### src/rtl/prog_fetch_unit_pkg.sv
// Shared types and constants for the program fetch unit.
package prog_fetch_unit_pkg;

  typedef enum logic [2:0] {
    S_IDLE,
    S_FETCH,
    S_ISSUE,
    S_WAIT,
    S_HALT
  } state_t;

  localparam logic [7:0] HALT_OP_DEF = 8'hFF;
  localparam int         PC_STRIDE   = 4;
  localparam int         PC_SHIFT    = $clog2(PC_STRIDE);

endpackage

### src/rtl/prog_fetch_unit_store.sv
// DEPTH x 8 program store: synchronous write, asynchronous read.
module prog_fetch_unit_store #(
  parameter int DEPTH = 16,
  parameter int AW    = 4
) (
  input  logic          clk,
  input  logic          we,
  input  logic [AW-1:0] waddr,
  input  logic [7:0]    wdata,
  input  logic [AW-1:0] raddr,
  output logic [7:0]    rdata
);

  logic [7:0] mem [DEPTH];

  always_ff @(posedge clk) begin
    if (we) mem[waddr] <= wdata;
  end

  assign rdata = mem[raddr];

endmodule

### src/rtl/prog_fetch_unit.sv
// Program fetch unit: byte-loaded program store feeding the cpu one
// instruction every three cycles, addressed by the cpu PC.
module prog_fetch_unit
  import prog_fetch_unit_pkg::*;
#(
  parameter int         DEPTH   = 16,
  parameter int         AW      = 4,
  parameter logic [7:0] HALT_OP = HALT_OP_DEF
) (
  input  logic          CLK,
  input  logic          RESET,
  input  logic          load_en,
  input  logic [7:0]    load_data,
  input  logic          run,
  input  logic [7:0]    pc_in,
  output logic [7:0]    INSTRUCTION,
  output logic          write_en,
  output logic [AW:0]   load_count,
  output logic          busy,
  output logic          halted,
  output logic          err
);

  state_t        state, state_d;
  logic [AW-1:0] wr_ptr;
  logic [AW-1:0] idx;
  logic [7:0]    pc_hi;
  logic [7:0]    fetch_q;
  logic          oor, full;
  logic          store_we, we_d, err_set, err_clr;

  // PC is a byte address; only word-aligned PCs inside the loaded region are legal.
  assign idx   = pc_in[AW+PC_SHIFT-1:PC_SHIFT];
  assign pc_hi = pc_in >> (AW + PC_SHIFT);
  assign oor   = (pc_hi != 8'd0) || (pc_in[PC_SHIFT-1:0] != '0) ||
                 ({1'b0, idx} >= load_count);
  assign full  = (load_count == (AW+1)'(DEPTH));

  prog_fetch_unit_store #(.DEPTH(DEPTH), .AW(AW)) u_store (
    .clk   (CLK),
    .we    (store_we && !RESET),
    .waddr (wr_ptr),
    .wdata (load_data),
    .raddr (idx),
    .rdata (fetch_q)
  );

  always_comb begin
    state_d  = state;
    we_d     = 1'b0;
    err_set  = 1'b0;
    err_clr  = 1'b0;
    store_we = 1'b0;
    case (state)
      S_IDLE: begin
        store_we = load_en && !full;
        if (run) begin
          if (load_count != '0) begin
            state_d = S_FETCH;
            err_clr = 1'b1;
          end else begin
            state_d = S_HALT;
            err_set = 1'b1;
          end
        end
      end
      S_FETCH: begin
        if (!run)                     state_d = S_IDLE;
        else if (oor) begin
          state_d = S_HALT;
          err_set = 1'b1;
        end
        else if (fetch_q == HALT_OP)  state_d = S_HALT;
        else begin
          state_d = S_ISSUE;
          we_d    = 1'b1;
        end
      end
      S_ISSUE: state_d = run ? S_WAIT  : S_IDLE;
      S_WAIT:  state_d = run ? S_FETCH : S_IDLE;
      S_HALT:  if (!run) state_d = S_IDLE;
      default: state_d = S_IDLE;
    endcase
  end

  // write_en and INSTRUCTION register on the FETCH edge, so both are valid
  // throughout the ISSUE cycle.
  always_ff @(posedge CLK) begin
    if (RESET) begin
      state       <= S_IDLE;
      wr_ptr      <= '0;
      load_count  <= '0;
      INSTRUCTION <= 8'h00;
      write_en    <= 1'b0;
      err         <= 1'b0;
    end else begin
      state    <= state_d;
      write_en <= we_d;
      if (we_d) INSTRUCTION <= fetch_q;
      if (store_we) begin
        wr_ptr     <= wr_ptr + 1'b1;
        load_count <= load_count + 1'b1;
      end
      if (err_set)      err <= 1'b1;
      else if (err_clr) err <= 1'b0;
    end
  end

  assign busy   = (state == S_FETCH) || (state == S_ISSUE) || (state == S_WAIT);
  assign halted = (state == S_HALT);

endmodule

### config.mk
export PLATFORM = sky130hd
export DESIGN_NAME = prog_fetch_unit
export DESIGN_NICKNAME = d
export VERILOG_FILES = /design/src/rtl/prog_fetch_unit_pkg.sv /design/src/rtl/prog_fetch_unit_store.sv /design/src/rtl/prog_fetch_unit.sv
export SDC_FILE = /design/constraint.sdc
export NUM_CORES = 1
export LEC_CHECK = 0
export CORE_MARGIN = 5
export CORE_UTILIZATION = 30
export CTS_CLUSTER_SIZE = 40
export DETAILED_ROUTE_END_ITERATION = 12
export MAX_ROUTING_LAYER = met4
export PLACE_DENSITY = 0.53
export REMOVE_ABC_BUFFERS = 1
export SYNTH_ARGS = -nofsm -noshare
export SYNTH_HDL_FRONTEND = slang
export SYNTH_SLANG_ARGS = --single-unit
### constraint.sdc
create_clock -name CLK -period 3 [get_ports CLK]
set_input_delay 0.3 -clock CLK [delete_from_list [all_inputs] [get_ports CLK]]
set_output_delay 0.3 -clock CLK [all_outputs]
set_load 0.005 [all_outputs]
* After elaboration in Yosys (flattened, before gate mapping)
Memories as Yosys holds them, arrays and structs flattened.
Cells that the tools add are included.
** Operators by class
- Order comparisons :: 1
- Muxes and demuxes :: 26
- Equality and inequality tests :: 8
- Reduce and logical (&&, ||, !) cells :: 14
- $add $sub $neg :: 2
** Operator list (count)
- $mux W3 :: 6
- $mux W1 :: 17
- $pmux W3 S5 :: 1
- $eq A8 B8 Y1 const B :: 1
- $reduce_bool A8 Y1 :: 1
- $eq A3 B2 Y1 const B :: 2
- $add A5 B1 Y5 const B :: 1
- $eq A5 B5 Y1 const B :: 1
- $ge A4 B5 Y1 :: 1
- $reduce_bool A5 Y1 :: 1
- $add A4 B1 Y4 const B :: 1
- $logic_or A1 B1 Y1 :: 4
- $ne A2 B2 Y1 const B :: 2
- $reduce_bool A2 Y1 :: 2
- $eq A3 B1 Y1 const B :: 1
- $eq A3 B3 Y1 const B :: 1
- $logic_not A3 Y1 :: 1
- $logic_and A1 B1 Y1 :: 2
- $logic_not A1 Y1 :: 2
- $mux W2 :: 1
- $pmux W1 S2 :: 1
- $reduce_and A2 Y1 :: 1
** Word-level totals
- Logic and storage cells :: 58
- Memories :: 1
- Flip-flop bits (word level) :: 22
- RAM bits :: 128
** Memories
- u_store.mem :: words 16, bits a word 8, rd ports 1, clocked after Yosys merged registers in 0, write ports 1, RTL line prog_fetch_unit_store.sv:14 : logic [7:0] mem [DEPTH];

* Depth between registers and ports, before layout
Gate-level depths: netlist (run 1).
- Depth in word-level cells :: 7
- Depth in mapped cells :: 12

* Hierarchy
From an unflattened synthesis (run 1), not the netlist that was laid out.
** Second synthesis, totals
- Cell total of the unflattened synthesis :: 340
- Area total of the unflattened synthesis :: 6069.6 sq um
** By module, submodules not included
- prog_fetch_unit_store :: cells an instance 221, times used 1, area an instance 4987.3 sq um
- prog_fetch_unit :: cells an instance 119, times used 1, area an instance 1082.3 sq um

* Worst setup path after synthesis (run 1)
OpenSTA, ideal clock, no wires.
- Kind :: register to register
- Start :: reg state[2]
- End :: mem u_store.mem[3][0], enable pin
- Setup slack :: 748 ps
- Data required time :: 2630 ps
- Path buffers :: 0
- Arrival time :: 1882 ps
- Period minus slack after synthesis :: 2252 ps
- Stages on the path, launching flop included :: 6
- Cell sequence :: dfxtp_1 -> nor4b_1 -> inv_1 -> a31oi_2 -> nand2_1 -> nor2_1
** Between the ends
- Longest elaborated chain between the ends :: 5
** Ends and longest elaborated chain
- start: declaration :: RTL line prog_fetch_unit.sv:24 : state_t state, state_d;
- start signal: assignment :: RTL line prog_fetch_unit.sv:97 : state <= state_d;
- $logic_not A3 Y1 :: RTL line prog_fetch_unit.sv:54 : case (state)
- $mux W1 :: RTL line prog_fetch_unit.sv:54
- $logic_and A1 B1 Y1 :: RTL line prog_fetch_unit.sv:41 : .we (store_we && !RESET),
- $mux W1 :: RTL line prog_fetch_unit_store.sv:17 : if (we) mem[waddr] <= wdata;
- $mux W1 (implied by the code) :: RTL line prog_fetch_unit_store.sv:17
- end: declaration :: RTL line prog_fetch_unit_store.sv:14
No other way between the ends.

* Worst setup path after layout (run 1)
- Start :: in pc_in[4]
- End :: reg INSTRUCTION[5]
** Between the ends
- Longest elaborated chain between the ends :: 6
- Elaborated cells on any way between the ends :: 8
** Ends and longest elaborated chain
- start: declaration :: RTL line prog_fetch_unit.sv:15 : input logic [7:0] pc_in,
- $mem_v2 Z16 W8
- $eq A8 B8 Y1 :: RTL line prog_fetch_unit.sv:73 : else if (fetch_q == HALT_OP) state_d = S_HALT;
- $mux W1 :: RTL line prog_fetch_unit.sv:73
- $mux W1 :: RTL line prog_fetch_unit.sv:69 : else if (oor) begin
- $mux W1 :: RTL line prog_fetch_unit.sv:68 : if (!run) state_d = S_IDLE;
- $mux W1 :: RTL line prog_fetch_unit.sv:54
- end signal: assignment :: RTL line prog_fetch_unit.sv:99 : if (we_d) INSTRUCTION <= fetch_q;
- end: declaration :: RTL line prog_fetch_unit.sv:16 : output logic [7:0] INSTRUCTION,
Several ways; a longest one is shown, not always the timed one.
A chain may end at the register's enable or synchronous reset.

==> results of run 1 <==
-- flip-flops by register name, indices dropped and copies added (netlist names) --
name	flops
INSTRUCTION	8
err	1
write_en	1
u_store.mem	128
wr_ptr	4
state	3
load_count	5
-- worst reg2reg max path: stages (launching register included) --
cell      delay [ns]
dfxtp_1         0.46
ha_1            0.27
nand2b_1        0.14
a21o_1          0.18
a21o_1          0.18
a21oi_1         0.25
o21a_1          0.38
nand4_1         0.15
a21oi_1         0.17
-- cells in the final DEF, fill, tap and decap left out, types with 13 or more instances in the layout --
master / n
nor2_1: 32
mux4_1: 19
clkbuf_16: 17
nand2_1: 15
mux4_2: 13
clkdlybuf4s50_1: 35
a21oi_1: 13
edfxtp_1: 128
dfxtp_1: 22
buf_4: 22
-- power groups by stage --
stage	clock network [µW]	logic, µW	registers [µW]
floorplan	0	144	2350
global placement	0	299	2350
detailed placement	0	302	2350
CTS	2030	303	2310
global route	2130	329	2310
finish	1990	297	2310
-- stage by stage --
| stage | hold slack [ns] | area (µm²) | instances |
|---|---|---|---|
| finish | 0.486 | 7490 | 699 |
| global route | 0.509 | 7490 | 699 |
| CTS | 0.487 | 7490 | 699 |
| detailed placement | 0.477 | 6930 | 667 |
| global placement | 0.479 | 6930 | 667 |
| floorplan | 0.369 | 6040 | 337 |
-- cell families after synthesis --
| group | count (synthesis) |
|---|---|
| fa+ha+maj | 10 |
| simple gates | 77 |
| buf+inv | 23 |
| compound gates | 45 |
| flops | 150 |
| mux | 38 |
| xor+xnor | 7 |
-- final timing paths --
kind                  startpoint              to  slack (ns)  cells past startpoint
setup / recovery        pc_in[4]  INSTRUCTION[5]        0.63                      9
hold / removal    INSTRUCTION[3]  INSTRUCTION[3]        0.49                      2
setup reg to reg   load_count[0]  INSTRUCTION[5]        0.77                      8
hold reg to reg   INSTRUCTION[3]  INSTRUCTION[3]        0.49                      2
-- layout make-up --
class / count / area (µm²) / area share (%)
inverter: 10 / 37.5 / 0.501
timing repair buffer: 60 / 561 / 7.49
clock buffer: 18 / 429 / 5.73
tap: 270 / 338 / 4.51
clock inverter: 14 / 123 / 1.64
multi-input combinational: 177 / 1710 / 22.9
sequential: 150 / 4280 / 57.2
-- layer usage --
metal | routed length, µm | GRT usage, % | vias up
li1 | - | - | 1544
met1 | 5940 | 15.9 | 1677
met2 | 6500 | 18.8 | 92
met3 | 795 | 3.42 | 13
met4 | 140 | 3.41 | 0
met5 | 0 | - | -
==> metrics.yaml, run 1 <==
outcome: "finished clean"
fmax_mhz: 422
syn_to_final_growth_pct: 21.3
htree_levels: 4
synth_warnings: 0
row_count: 52
slowest_stage: "mux4_1"
hpwlAfterDp_um: 9070
finalHoldViolCount: 0
path_cells: "clkdlybuf4s50_1 > buf_12 > mux4_1 > mux2i_1 > a21oi_1 > nand2_1 > or3_1 > nand4_1 > a21oi_1"
post_cts_buffers: 0
wire_per_inst_um: 19.1
routed_via_density: 4.76
num_antenna_cells: 0
synthTopCellsByCount: "edfxtp_1 (128), nor2_1 (32), dfxtp_1 (22)"
rsz0062_at_grt: "no"
first_global_vias: 3417
ctsHoldBuffers: 0
netlist.top_cell.by_area: "edfxtp_1"
synth.top_cell.area_share_pct: 62.3
tightest_slew_ns: 0.615
swShare_pct: 22.3
crit_path_max_incr_delay_ns: 0.58
cts_tree: "done"
fin_util_pct: 37.0
synth_edf_count: 128
nNetsFinal: 446
drv_slew: 0
die_w_um: 153
arrival_ns: 2.72
cp_num_buf_inv: 2
die_h_um: 153
finalSetupViolations: 0
timing.final.crit_share_pct: 79.0
hp-class: "reg -> reg"
criticalPathCategory: "in -> reg"
cts_resized: 0
internal-power_uw: 3570
gr-total-overflow: 0
synth_ff_type: "edfxtp_1"
synth_top_family_by_area: "multiplexers"
vdd_ir_drop_max_v: 0.000392
synth_xor_area_share_pct: 0.994
yosysMostFrequentCell: "edfxtp_1"
crit_fanout: 33
drt_iter0_markers: 209
synthAdderAreaFrac_pct: 2.03
clock-root-buffer: "clkbuf_16"
synthMuxAreaShare_pct: 13.8
vias: 3326
yosys_register_bits: 150
synth_area_leaders: "edfxtp_1 (62%), mux4_1 (8.1%), dfxtp_1 (7.1%), mux4_2 (4.7%), ha_1 (2.0%)"
port-buffer-count: 36
antenna_left: 0
synth-simple-area-share_pct: 6.02
totalPowerFinal_uw: 4590
p_switching_uw: 1020
clock_sinks: 150
grt_usage_pct: 12.2
cts_made_buffers: 17
grt_pass1_wl_um: 20700
clk_pin_slew_ns: 0.06
dieArea_um2: 23500
post-place-ws_ns: 0.145
firstDrtPassIters: 4
drive_gt1_share_pct: 16.8
async_flop_share_pct: 0
drcViolationCount: 0
yosysUniqueCellTypes: 41
grt_antenna_before_repair: 0
start_util_pct: 30.5
p_per_area_nw_per_um2: 613
avgSynthCellArea_um2: 17.6
p_clk_share_pct: 43.3
seq_power_share_pct: 50.2
power_frac_comb_pct: 6.5
yosysSeqAreaShare_pct: 69.4
maxCapViolCount: 0
synth_compound_area_share_pct: 4.91
coreArea_um2: 20200
required_ns: 3.35
power_leakage_uw: 0.00248
clk_latency_ns: 0.42
gp_congestion: 0.838
min_period_ns: 2.37
skew_ns: 0.00676
finalSetupTns_ns: 0
grt_max_degree: 34
crit_top_cell: "a21oi_1"
fillers: 1886
synth_area_um2: 6170
crit_path_start_kind: "primary input"
crit_family: "multiplexers"
drt_wl_total_um: 13400
clockBufferDepth: 2
endpoint_kind: "flop"
slew_headroom_pct: 58.9
fin_ws_ns: 0.629
syn_inst: 350
num_io_pins: 37
Power figures use the tool's default switching activity.
==> run 2, diff against run 1 <==
PLACE_DENSITY = 0.55   (was 0.53)
clock period = 2.05 ns   (was 3 ns; I/O delays follow)
==> run 2 against run 1 <==
  * Largest power group unchanged
  * Die area unchanged
  * Clock power increased by 41%
  * Via count increased by 5.4%
  * Sequential power increased by 45%
  * Highest routed layer unchanged
  * Combinational power increased by 97%
  * Non-clock buffer count increased by 42
  * Global-route usage decreased by 0.37 points
  * Wire length increased by 4.3%
==> metrics.yaml, run 2 (synthesized netlist as in run 1, its figures left out) <==
final_common_cell: "edfxtp_1"
vias: 3505  # +5.4%
finalSetupViolations: 0  # unchanged
clk_latency_ns: 0.41  # about the same
r2r_slack_ns: 0.08  # -0.69 ns
skew_ns: 0.00755  # +0.000791 ns
cts_made_buffers: 17  # unchanged
nNetsFinal: 491  # +10%
syn_to_final_growth_pct: 29.2
crit_start: "u_store.mem[5][7]"
endpoint_kind: "flop"
hp-class: "reg -> reg"
htree_levels: 4  # unchanged
antenna_left: 0  # unchanged
finalHoldViolCount: 0  # unchanged
die_h_um: 153  # unchanged
fillers: 1837  # -2.6%
criticalPathCategory: "reg -> reg"
ctsHoldBuffers: 0  # unchanged
r2r_end: "INSTRUCTION[5]"
slew_headroom_pct: 60.1  # +1.2 points
tightest_slew_ns: 0.596  # -0.0187 ns
routed_via_density: 4.71  # -0.99%
grt_max_degree: 19  # -44%
cts_tree: "done"
cp_num_buf_inv: 1  # -1
drive_gt1_share_pct: 30.2  # +13 points
rr_startpoint: "u_store.mem[5][7]"
row_count: 52  # unchanged
coreArea_um2: 20200  # unchanged
outcome: "finished clean"
timing.final.crit_share_pct: 96.2
min_period_ns: 1.97
firstDrtPassIters: 4  # unchanged
clockBufferDepth: 2  # unchanged
slowest_stage: "mux4_2"
clock_sinks: 150  # unchanged
die_w_um: 153  # unchanged
fmax_mhz: 507
first_global_vias: 3505  # +2.6%
cp_num_cells: 8  # -1
maxCapViolCount: 0  # unchanged
hpwlAfterDp_um: 9200  # +1.4%
drt_wl_total_um: 13900  # +4.3%
seqCellArea_um2: 4280  # unchanged
arrival_ns: 2.27  # -0.45 ns
wire_per_inst_um: 18.7  # -2.0%
rr_worst_depth: 8  # unchanged
reg_top3: "u_store.mem: 128 flops, INSTRUCTION: 8 flops, load_count: 5 flops"
gr-total-overflow: 0  # unchanged
largest_reg_flops: 128  # unchanged
grt_usage_pct: 11.8  # -0.37 points
gp_congestion: 0.871  # +3.9%
final_cell_mix: "edfxtp_1 (128), buf_4 (53), clkdlybuf4s50_1 (33)"
multiInputGateArea_um2: 1790  # +4.5%
drv_slew: 0  # unchanged
port-buffer-count: 36  # unchanged
num_antenna_cells: 0  # unchanged
post-place-cells: 699  # +4.8%
layoutNonFillerInstCount: 744  # +6.4%
required_ns: 2.35  # -1.00 ns
grt_pass1_wl_um: 20300  # -2.2%
totalPowerFinal_uw: 6750  # +47%
clock-root-buffer: "clkbuf_16"
stdcell_area_um2: 7970  # +6.5%
drcViolationCount: 0  # unchanged
drt_iter0_markers: 243  # +16%
crit_path_start_kind: "flop"
vdd_ir_drop_max_v: 0.000590  # +51%
dieArea_um2: 23500  # unchanged
power_leakage_uw: 0.00274  # +11%
crit_path_end: "INSTRUCTION[5]"
grt_antenna_before_repair: 0  # unchanged
crit_path_max_incr_delay_ns: 0.50  # -0.08 ns
crit_family: "multiplexers"
clk_pin_slew_ns: 0.06  # about the same
start_util_pct: 30.5  # unchanged
regMostFlops: "u_store.mem"
num_io_pins: 37  # unchanged
crit_fanout: 5  # -85%
dpl-instance-area_um2: 7220  # +4.2%
path_cells: "mux4_2 > a22oi_1 > nand2_1 > nand2_2 > buf_4 > nor3_4 > o21ai_0 > a21oi_1"
p_per_area_nw_per_um2: 847  # +38%
run 2: cell types whose count changed in the layout (fill, tap and decap cells not counted), moves of 5 or more:
cell	before	now
a22oi_1	10	5
buf_4	22	53
mux4_2	13	21
a22oi_2	0	5
nand2_1	15	10
mux4_1	19	11
buf_6	0	5
nand2_2	0	5
run 2: routing by layer:
layer | up-vias | global-route usage (%) | routed length (µm)
li1 | 1632 | - | -
met1 | 1767 | 15.1 | 6190
met2 | 96 | 18.7 | 6840
met3 | 10 | 2.66 | 807
met4 | 0 | 3.91 | 107
met5 | - | - | 0
run 2: cell type report:
type                            instances  share of cell area, %
Sequential cell                       150                   53.8
Multi-Input combinational cell        180                   22.5
Timing Repair Buffer                  102                   12.4
Clock buffer                           18                   5.39
Tap cell                              270                   4.24
Clock inverter                         14                   1.30
Inverter                               10                  0.471
run 2: per-stage QoR:
stage | util (%) | worst slack (ns) | setup TNS [ns] | hold slack, ns
6_report | 39.4 | 0.0772 | 0 | 0.475
5_1_grt | 39.4 | -0.0882 | -0.247 | 0.506
3_5_place_dp | 35.7 | -0.632 | -23.60 | 0.469
4_1_cts | 38.5 | 0.00143 | 0 | 0.476
3_3_place_gp | 35.7 | -0.518 | -25.26 | 0.470
2_1_floorplan | - | -0.202 | -21.09 | 0.274
run 2: worst min path at each step:
stage | startpoint | end | slack (ns) | cells after the start
2_1_floorplan | RESET | INSTRUCTION[0] | 0.27 | 1
3_3_place_gp | INSTRUCTION[7] | INSTRUCTION[7] | 0.47 | 2
3_5_place_dp | INSTRUCTION[6] | INSTRUCTION[6] | 0.47 | 2
4_1_cts | INSTRUCTION[6] | INSTRUCTION[6] | 0.48 | 2
5_1_grt | INSTRUCTION[4] | INSTRUCTION[4] | 0.51 | 2
6_report | INSTRUCTION[6] | INSTRUCTION[6] | 0.47 | 2
run 2: what timing repair did:
item	4_1_cts	5_1_grt
cloned	0	5
gates resized for setup	5	33
buffers inserted	1	7
pin swaps	2	10
setup endpoints to repair	11	10
run 2: power by group:
part	switching (µW)	total [µW]	internal, µW
Clock	1240	2800	1560
Sequential	18.3	3360	3350
Combinational	290	585	296
run 2: worst register-to-register path, stage by stage, from the launching register on:
cell      delay (ns)
edfxtp_1        0.37
mux4_2          0.50
a22oi_1         0.23
nand2_1         0.16
nand2_2         0.12
buf_4           0.15
nor3_4          0.06
o21ai_0         0.19
a21oi_1         0.09
